--- config.mk ---
export PLATFORM = sky130hd
export DESIGN_NAME = instr_queue
export DESIGN_NICKNAME = d
export VERILOG_FILES = /design/src/rtl/riscv_pkg.sv /design/src/rtl/instr_queue_ptr.sv /design/src/rtl/instr_queue.sv
export SDC_FILE = /design/constraint.sdc
export NUM_CORES = 1
export LEC_CHECK = 0
export BUFFER_PORTS_ARGS = -buffer_cell sky130_fd_sc_hd__buf_2
export CAP_MARGIN = 10
export CELL_PAD_IN_SITES_DETAIL_PLACEMENT = 0
export CELL_PAD_IN_SITES_GLOBAL_PLACEMENT = 2
export CORE_ASPECT_RATIO = 1.2
export CORE_MARGIN = 4
export CORE_UTILIZATION = 35
export DETAILED_ROUTE_END_ITERATION = 6
export PLACE_DENSITY = 0.77
export SYNTH_ARGS = -nofsm -noshare
export SYNTH_HDL_FRONTEND = slang
export SYNTH_SLANG_ARGS = --single-unit
--- constraint.sdc ---
create_clock -name clk -period 6.9 [get_ports clk]
set_input_delay 1.38 -clock clk [delete_from_list [all_inputs] [get_ports clk]]
set_output_delay 1.38 -clock clk [all_outputs]
set_load 0.03 [all_outputs]
--- src/rtl/riscv_pkg.sv ---
// Shared RISC-V front-end definitions: default widths, the canonical NOP and the
// fetched-instruction entry type used between fetch and decode.
package riscv_pkg;

  localparam int unsigned ILEN_DEFAULT = 32;
  localparam int unsigned XLEN_DEFAULT = 32;

  // addi x0, x0, 0
  localparam logic [31:0] NOP_INSTR = 32'h0000_0013;

  typedef struct packed {
    logic [ILEN_DEFAULT-1:0] instr;
    logic [XLEN_DEFAULT-1:0] pc;
  } fetch_entry_t;

endpackage

--- src/rtl/instr_queue_ptr.sv ---
// Wrapping queue pointer with increment enable and synchronous clear.
// Wrap-around comes for free because the queue depth is a power of two.
module instr_queue_ptr #(
  parameter int unsigned WIDTH = 2
) (
  input  logic             clk,
  input  logic             rst_n,
  input  logic             clear,
  input  logic             incr,
  output logic [WIDTH-1:0] ptr
);

  logic [WIDTH-1:0] ptr_q;
  logic [WIDTH-1:0] ptr_d;

  always_comb begin
    ptr_d = ptr_q;
    if (clear) begin
      ptr_d = '0;
    end else if (incr) begin
      ptr_d = ptr_q + WIDTH'(1);
    end
  end

  always_ff @(posedge clk or negedge rst_n) begin
    if (!rst_n) begin
      ptr_q <= '0;
    end else begin
      ptr_q <= ptr_d;
    end
  end

  assign ptr = ptr_q;

endmodule

--- src/rtl/instr_queue.sv ---
// Instruction prefetch FIFO between instruction memory and decode, tagging each
// instruction with its PC; flush discards every buffered entry on a redirect.
module instr_queue
  import riscv_pkg::*;
#(
  parameter int unsigned     ILEN        = ILEN_DEFAULT,
  parameter int unsigned     XLEN        = XLEN_DEFAULT,
  parameter int unsigned     DEPTH       = 4,
  parameter logic [ILEN-1:0] RESET_INSTR = NOP_INSTR
) (
  input  logic                     clk,
  input  logic                     rst_n,
  input  logic                     flush,
  input  logic                     in_valid,
  output logic                     in_ready,
  input  logic [ILEN-1:0]          in_instr,
  input  logic [XLEN-1:0]          in_pc,
  output logic                     out_valid,
  input  logic                     out_ready,
  output logic [ILEN-1:0]          out_instr,
  output logic [XLEN-1:0]          out_pc,
  output logic [$clog2(DEPTH):0]   count
);

  localparam int unsigned PTR_W = $clog2(DEPTH);
  localparam int unsigned CNT_W = PTR_W + 1;

  typedef struct packed {
    logic [ILEN-1:0] instr;
    logic [XLEN-1:0] pc;
  } entry_t;

  entry_t           mem_q [DEPTH];
  entry_t           mem_d [DEPTH];
  logic [CNT_W-1:0] count_q;
  logic [CNT_W-1:0] count_d;
  logic [PTR_W-1:0] rd_ptr;
  logic [PTR_W-1:0] wr_ptr;
  logic             push;
  logic             pop;

  // Handshake readiness depends on registered occupancy only, never on the peer's valid/ready.
  assign in_ready  = (count_q != CNT_W'(DEPTH));
  assign out_valid = (count_q != '0);

  assign push = in_valid & in_ready & ~flush;
  assign pop  = out_valid & out_ready & ~flush;

  instr_queue_ptr #(.WIDTH(PTR_W)) u_rd_ptr (
    .clk   (clk),
    .rst_n (rst_n),
    .clear (flush),
    .incr  (pop),
    .ptr   (rd_ptr)
  );

  instr_queue_ptr #(.WIDTH(PTR_W)) u_wr_ptr (
    .clk   (clk),
    .rst_n (rst_n),
    .clear (flush),
    .incr  (push),
    .ptr   (wr_ptr)
  );

  always_comb begin
    count_d = count_q;
    if (flush) begin
      count_d = '0;
    end else if (push && !pop) begin
      count_d = count_q + CNT_W'(1);
    end else if (pop && !push) begin
      count_d = count_q - CNT_W'(1);
    end
  end

  always_ff @(posedge clk or negedge rst_n) begin
    if (!rst_n) begin
      count_q <= '0;
    end else begin
      count_q <= count_d;
    end
  end

  always_comb begin
    mem_d = mem_q;
    if (push) begin
      mem_d[wr_ptr] = '{instr: in_instr, pc: in_pc};
    end
  end

  // Storage is deliberately left out of reset and flush; the pointers alone define validity.
  always_ff @(posedge clk) begin
    mem_q <= mem_d;
  end

  assign out_instr = out_valid ? mem_q[rd_ptr].instr : RESET_INSTR;
  assign out_pc    = out_valid ? mem_q[rd_ptr].pc    : '0;
  assign count     = count_q;

endmodule

After elaboration in Yosys (flattened, before gate mapping) --
Index checks and enable logic that the tools add are counted.
Storage, ports and cells: word-level logic and storage cells 50, output and inout port bits 69, bits of input ports 69, flip-flop bits (word level) 263
Operators by class: reductions and logical operators 9, bitwise logic cells 7, magnitude comparators 3, multiplexer cells 15, add/subtract/negate cells 4, eq/ne operators 1
Operators by type and width (count):
- bitwise mux 256 bit | 1
- 2-to-1 mux 64 bit | 3
- binary-select mux 64 bit (select 2 bit) | 1
- demux 64 bit (select 2 bit) | 1
- 2-to-1 mux 32 bit | 2
- 2-to-1 mux 3 bit | 3
- 2-to-1 mux 2 bit | 4
- >= comparator 3 bit, second input constant | 2
- NOT 2 -> 3 bit | 2
- nonzero test 3 bit | 2
- adder 2 x 1 -> 2 bit, second input constant | 2
- bitwise AND 1 bit | 4
- nonzero test 2 bit | 2
- adder 3 x 1 -> 3 bit, second input constant | 1
- logical AND 1 bit | 3
- less-than comparator 3 x 1 -> 1 bit, second input constant | 1
- inequality test 3 bit, second input constant | 1
- subtractor 3 x 1 -> 3 bit, second input constant | 1
- logical NOT 1 bit | 2
- NOT 1 bit | 1

Logic depth before layout (Yosys ltp) --
Gate-level depths: netlist (run 1).
depth after elaboration 8, gate-level depth with buffers 7, depth with buffers taken out 6

Cells and area by module --
A second synthesis (run 1) with hierarchy kept.
Second synthesis, totals: cells, all modules 464, area, all modules 10222.3 um^2
By module, submodules not included:
- instr_queue | cells each 450, area each 10044.6 um^2, seq. area each 7762.4 um^2, instances 1
- instr_queue_ptr | cells each 7, area each 88.8 um^2, seq. area each 50.0 um^2, instances 2

Least setup slack after synthesis (run 1) --
No wires, ideal clock.
path kind input to register, from input in_valid, to register mem_q[0] (netlist bit), enable pin, path buffers 1, arrival 3.519 ns, path slack 2.952 ns, stages on the path 4, required time 6.471 ns, cells stage by stage clkbuf_1 -> inv_1 -> nor3_1 -> and2_1
On the way: word-level cells in the longest chain between the ends 2
Ends and longest elaborated chain:
- start: declaration | line instr_queue.sv:14 | input logic in_valid,
- bitwise AND 1 bit (2 in a row) | line instr_queue.sv:46 | assign push = in_valid & in_ready & ~flush;
- end signal: assignment | line instr_queue.sv:93 | mem_q <= mem_d;
- end: declaration | line instr_queue.sv:33 | entry_t mem_q [DEPTH];
Every way passes these cells. A chain may end at the register's enable or synchronous reset.

Worst setup path in the final report (run 1) --
from register u_rd_ptr.ptr_q[0] (netlist: u_rd_ptr.ptr[0]), to output out_pc[24]
On the way: word-level cells in the longest chain between the ends 5
Ends and longest elaborated chain:
- start: declaration | line instr_queue_ptr.sv:13 | logic [WIDTH-1:0] ptr_q;
- start signal: assignment | line instr_queue_ptr.sv:29 | ptr_q <= ptr_d;
- NOT 2 -> 3 bit (implied by the code) | line instr_queue.sv:97 | assign out_pc = out_valid ? mem_q[rd_ptr].pc : '0;
- binary-select mux 64 bit (select 2 bit) | line instr_queue.sv:97
- 2-to-1 mux 64 bit (implied by the code) (2 in a row) | line instr_queue.sv:97
- 2-to-1 mux 32 bit | line instr_queue.sv:97
- end: declaration | line instr_queue.sv:21 | output logic [XLEN-1:0] out_pc,
Every way passes these cells. The select of a mux whose other input is x is not followed.

==> impl_metrics.csv, run 1 <==
group,metric,value,unit
outcome,status,"finished, final reports clean",
sta,post-route-period-util,0.6461,
routing,wl,19.56,mm
routing,viasPerCell,4.774,
clocking,insertion_delay,0.51,ns
critical_path,path_class,"reg2out",
floorplan,initial_core_util,0.3549,
sta,hold_violations,0,
yosys,synth_cell_types,30,
power,leakage,0.004053,µW
routing,firstDrtPassIters,6,
sta,drv_slew,0,
global_routing,grt_pass1_vias,5445,
power,switchingPower,1560,µW
yosys,synth_seq_cells,263,
critical_path,cpMaxStageDelayCell,"dfrtp_4",
sta,slew_headroom,0.3021,
clocking,cts-buffers-inserted,26,
yosys,synth_xor_area_frac,0.001717,
cells_and_area,layout.nets,684,
cells_and_area,stdcell_count,1015,
floorplan,num_rows,68,
power,p_per_area,391.3,nW/µm²
placed_design,portBuffers,137,
cells_and_area,fillers,2588,
routing,drc,0,
routing,drtIter0Drc,204,
power,clkPwrFrac,0.292,
critical_path,cp_data_required_time,5.52,ns
sta,tns,0,ns
clocking,hold_buffers,0,
routing,via_count,4846,
global_routing,grt_max_degree,66,
yosys,seq_area_frac_synth,0.7705,
placed_design,dp_hpwl,11.25,mm
yosys,synth_top_family_by_area,"multiplexers",
yosys,synth_edf_count,256,
clocking,cts_tree,"built",
yosys,synthMuxAreaShare,0.1444,
floorplan,die-area,31960,µm²
sta,rsz0062_at_grt,"false",
cells_and_area,final_area,12120,µm²
power,p_comb_frac,0.297,
yosys,synth_compound_area_frac,0.007847,
floorplan,die_h,195.1,µm
yosys,ys.flop_type,"edfxtp_1",
placed_design,place.gp.congestion,0.7097,
yosys,postSynthCellCount,469,
critical_path,arrival,3.08,ns
clocking,root_buffer,"clkbuf_16",
global_routing,grt-ovfl-total,0,
floorplan,ios,138,
sta,finClkSkew,0.01381,ns
placed_design,numPlacedInstances,967,
yosys,synth_nets,543,
routing,detail_route.wl_per_cell,19.27,µm
clocking,cts.sinks,263,
routing,route.antenna.remaining_nets,0,
clocking,h-tree-depth,1,
power,p_int,3182,µW
clocking,ctsResizeCount,0,
floorplan,die_w,163.9,µm
run,cap_violations,0,
yosys,syn_area,10200,µm²
critical_path,crit_chain,"buf_4, mux4_2, nor2b_1, buf_2",
placed_design,placed_area,11250,µm²
floorplan,core_area,28760,µm²
cells_and_area,antenna_cells,0,
power,ir_worst_vdd,0.2697,mV
critical_path,crit_fanout,35,
clocking,clockBufferDepth,3,
cells_and_area,syn_to_final_growth,18.77,%
cells_and_area,layout.cells.most_common_list,"edfxtp_1, buf_2, mux4_2",
cells_and_area,layout_commonest_cell,"edfxtp_1",
yosys,synthArstFlopShare,0.02662,
global_routing,grt_usage,0.1214,
yosys,ys_warn_count,0,
sta,setup_violations,0,
critical_path,end_kind,"primary output",
yosys,synth-simple-area-share,0.05027,
yosys,postSynthAreaPerCell,21.76,µm²
yosys,synth_adder_area_share,0.006866,
critical_path,critPathMaxStageDelay,0.85,ns
clocking,path_clk_slew,0.06,ns
sta,tightest_slew,1.047,ns
clocking,postCtsSetupBuffers,0,
critical_path,start_kind,"register",
power,swShare,0.3290,
sta,fmax,224.3,MHz
power,seqPwrFrac,0.411,
cells_and_area,drive_gt1_frac,0.3984,
global_routing,antenna_found_initial,3,
sta,final.min_clock_period,4.458,ns
worst_hold_path,hold_path_class,"reg2reg",
global_routing,grt_pass1_wl,30.28,mm
[flip-flops by register name (all words and copies together) (netlist names)]
register,count
mem_q,256
u_rd_ptr.ptr,2
u_wr_ptr.ptr,2
count,3
[final timing paths]
check	depth (start not counted)	slack (ns)	endpoint	startpoint
max in group asynchronous	1	6.02	u_rd_ptr.ptr[0]	rst_n
worst min register to register	2	0.61	u_wr_ptr.ptr[0]	u_wr_ptr.ptr[0]
worst min-delay path	2	0.61	u_wr_ptr.ptr[0]	u_wr_ptr.ptr[0]
worst max register to register	3	4.51	mem_q[100]	count[0]
min in group asynchronous	1	0.70	count[1]	rst_n
worst max-delay path	4	2.44	out_pc[24]	u_rd_ptr.ptr[0]
[metrics by stage]
step	utilization	worst slack, ns	total power, µW	hold slack [ns]
global placement	0.3913	2.852	3415	0.5694
floorplan	-	2.952	3029	0.5573
detailed placement	0.3913	2.846	3432	0.5946
global route	0.4215	2.121	4981	0.6196
CTS	0.4215	2.292	4820	0.6040
finish	0.4215	2.442	4743	0.6078
[final cells by class]
class / count / area (µm²) / area share
clock buffers: 38 / 778.2 / 0.06421
multi-input cells: 172 / 2170 / 0.1790
well taps: 385 / 481.7 / 0.03974
inverters: 8 / 30.03 / 0.002478
clock inverters: 10 / 90.09 / 0.007433
flip-flops and latches: 263 / 7870 / 0.6493
repair buffers: 139 / 700.7 / 0.05781
[worst max-delay path: cells and delay by family (launching register included)]
kind,cells,cell delay [ns]
buf+inv,2,0.91
flops,1,0.85
mux,1,0.58
simple gates,1,0.16
[cell usage after synthesis, drive strengths merged (3+ instances only)]
cell | n | area, µm²
edfxtp | 256 | 7687
mux4 | 64 | 1441
nor2b | 62 | 387.9
buf | 16 | 120.1
clkbuf | 10 | 37.54
nor2 | 9 | 33.78
inv | 8 | 30.03
dfrtp | 7 | 175.2
and2 | 4 | 25.02
ha | 4 | 50.05
o21ai | 4 | 20.02
or2 | 3 | 18.77
[layer usage]
layer	track usage	share of wire	routed length (µm)	vias to the layer above
met5	0	0.0012	23	-
met1	0.1485	0.40	7762	2518
met3	0.03251	0.069	1349	24
met2	0.2171	0.52	10210	131
met4	0.02362	0.011	217	4
li1	-	-	-	2169
[logic make-up after synthesis]
family	after synthesis
buffers and inverters	34
xor gates and xnor gates	2
DFF	263
muxes	67
adders and majority gates	5
AOI/OAI and AO/OA	12
and+or+nand+nor	86
[power groups by stage]
stage | sequential (µW) | clock, µW | combinational [µW]
global placement | 1980 | 0 | 1430
CTS | 1960 | 1420 | 1440
detailed placement | 1990 | 0 | 1440
finish | 1950 | 1390 | 1410
floorplan | 1910 | 0 | 1120
global route | 1970 | 1490 | 1520
(Power assumes the default switching activity.)
==> run 2: changes to the inputs <==
- ABC_AREA: not set -> 1
- PLACE_DENSITY: 0.77 -> 0.84
- clock period: 6.9 -> 4.42 ns (I/O delays scaled with it)
==> run 2 against run 1 <==
Routed wire length up 23%. Register-to-register slack worse by 2.4 ns. Synthesized cell count up 74%. Largest cell class unchanged.
==> impl_metrics.csv, run 2 <==
group,metric,value,unit
critical_path,critPathMaxStageDelay,0.75,ns
critical_path,arrival,2.93,ns
routing,route.antenna.remaining_nets,0,
placed_design,portBuffers,137,
yosys,synth_area_leaders,"edfxtp_1, nor2_1, o21ai_0",
yosys,synth_nets,892,
routing,viasPerCell,4.738,
sta,tightest_slew,0.8737,ns
cells_and_area,layout.nets,1025,
yosys,synth_seq_cells,263,
floorplan,ios,138,
power,total_power,8010,µW
floorplan,die_w,165.1,µm
routing,detail_route.wl_per_cell,17.65,µm
clocking,h-tree-depth,1,
yosys,synth_commonest_cells,"nor2_1, edfxtp_1, o21ai_0, a21oi_1, clkbuf_1",
power,p_per_area,647.7,nW/µm²
cells_and_area,final_area,12370,µm²
sta,rsz0062_at_grt,"false",
routing,drtIter0Drc,395,
yosys,postSynthAreaPerCell,12.67,µm²
global_routing,grt_max_degree,65,
sta,tns,0,ns
routing,via_count,6434,
sta,drv_slew,0,
global_routing,antenna_found_initial,3,
cells_and_area,largest-register,"mem_q",
placed_design,dp_hpwl,13.81,mm
yosys,synth_top_area_cell,"edfxtp_1",
clocking,root_buffer,"clkbuf_16",
clocking,cts_tree,"built",
sta,hold_violations,0,
clocking,insertion_delay,0.52,ns
clocking,postCtsSetupBuffers,0,
yosys,ys_warn_count,0,
global_routing,grt_usage,0.1468,
cells_and_area,multi_input_area,2217,µm²
routing,drc,0,
critical_path,end_kind,"primary output",
critical_path,path_class,"reg2out",
yosys,ys.flop_type,"edfxtp_1",
placed_design,placed_area,11450,µm²
yosys,seq_area_frac_synth,0.7588,
yosys,syn_area,10360,µm²
sta,finClkSkew,0.007492,ns
cells_and_area,layout_commonest_cell,"nor2_1",
sta,post-route-period-util,0.8633,
outcome,status,"finished, final reports clean",
cells_and_area,register_area,7868,µm²
power,leakage,0.004451,µW
floorplan,die-area,32430,µm²
clocking,clockBufferDepth,3,
global_routing,grt-ovfl-total,0,
critical_path,crit_fanout,57,
clocking,hold_buffers,0,
critical_path,cp_data_required_time,3.54,ns
yosys,synth_edf_count,256,
yosys,synth.most_common_cell,"nor2_1",
global_routing,grt_pass1_vias,6580,
placed_design,place.gp.congestion,0.7165,
cells_and_area,syn_to_final_growth,19.37,%
routing,wl,23.97,mm
clocking,cts-buffers-inserted,27,
clocking,ctsResizeCount,0,
cells_and_area,drive_gt1_frac,0.2152,
floorplan,die_h,196.5,µm
yosys,synthArstFlopShare,0.02662,
yosys,yosysTopAreaCellShare,0.7419,
clocking,path_clk_slew,0.06,ns
floorplan,core_area,29010,µm²
cells_and_area,fillers,2702,
run,cap_violations,0,
sta,setup_violations,0,
yosys,postSynthCellCount,818,
power,ir_worst_vdd,0.4785,mV
clocking,cts.sinks,263,
yosys,synth_cell_types,25,
global_routing,grt_pass1_wl,36.94,mm
sta,fmax,262.1,MHz
sta,slew_headroom,0.4175,
critical_path,start_kind,"register",
cells_and_area,layout.cells.most_common_list,"nor2_1, edfxtp_1, buf_2",
floorplan,initial_core_util,0.3571,
sta,final.min_clock_period,3.816,ns
routing,firstDrtPassIters,4,
worst_hold_path,hold_path_class,"in2async",
cells_and_area,largest_register_ffs,256,
critical_path,cpMaxStageDelayCell,"dfrtp_4",
floorplan,num_rows,68,
critical_path,crit_chain,"clkinv_2, buf_4, o21ai_0, a21oi_1, buf_2",
## run 2: cell types whose count changed after synthesis, sizes merged, moves of 12 or more
| cell | change |
|---|---|
| o21ai | +125 |
| nand2 | +20 |
| a21oi | +63 |
| nor2b | -62 |
| nor2 | +254 |
| buf | +12 |
| mux4 | -64 |
## run 2: cells by family after synthesis
group / share of synthesized area
xor gates and xnor gates: 0.0008455
buffers and inverters: 0.03007
AOI/OAI and AO/OA: 0.09661
adders and majority gates: 0.006763
and+or+nand+nor: 0.1069
DFF: 0.7588
## run 2: where the power goes
group | switching, µW | internal, µW | leakage (µW)
Clock | 904 | 1410 | 0.000442
Sequential | 92.3 | 2900 | 0.00241
Combinational | 2040 | 666 | 0.00159
## run 2: layer usage
layer  track usage  vias to the layer above  part of all wire
li1              -                     3160                 -
met1        0.1831                     3099              0.42
met2        0.2659                      135              0.51
met3       0.02531                       34             0.050
met4       0.03267                        6             0.017
met5             0                        -            0.0014
## run 2: cell type report
class | count | area share
Timing Repair Buffer | 152 | 0.06657
Inverter | 17 | 0.005261
Antenna cell | 2 | 0.0004047
Clock inverter | 19 | 0.01791
Clock buffer | 30 | 0.05554
Multi-Input combinational cell | 490 | 0.1793
Tap cell | 385 | 0.03895
Sequential cell | 263 | 0.6361
## run 2: path summary, 6_finish.rpt
path | start | end | slack, ns | cells past startpoint
max reg2reg | count[2] | mem_q[37] | 2.15 | 6
max in group asynchronous | rst_n | u_rd_ptr.ptr[0] | 4.04 | 1
min reg2reg | count[0] | count[0] | 0.62 | 2
min | rst_n | u_wr_ptr.ptr[1] | 0.19 | 1
max | u_rd_ptr.ptr[0] | out_pc[21] | 0.60 | 5
min in group clk | in_instr[24] | mem_q[184] | 0.57 | 1
## run 2: critical path: cells and delay by family (launching register included)
kind            cells  cell delay, ns
buf+inv             3            1.14
compound gates      2            0.45
flops               1            0.75
## run 2: through the flow
step / util / instances / worst slack [ns] / hold WS (ns)
final: 0.4263 / 1358 / 0.6043 / 0.1890
after global routing: 0.4261 / 1356 / 0.3750 / 0.1817
after CTS: 0.4261 / 1356 / 0.4817 / 0.1643
after detailed placement: 0.3948 / 1307 / 1.052 / 0.6112
after global placement: 0.3948 / 1307 / 1.068 / 0.6035
after floorplan: - / 818 / 0.06393 / 0.5794
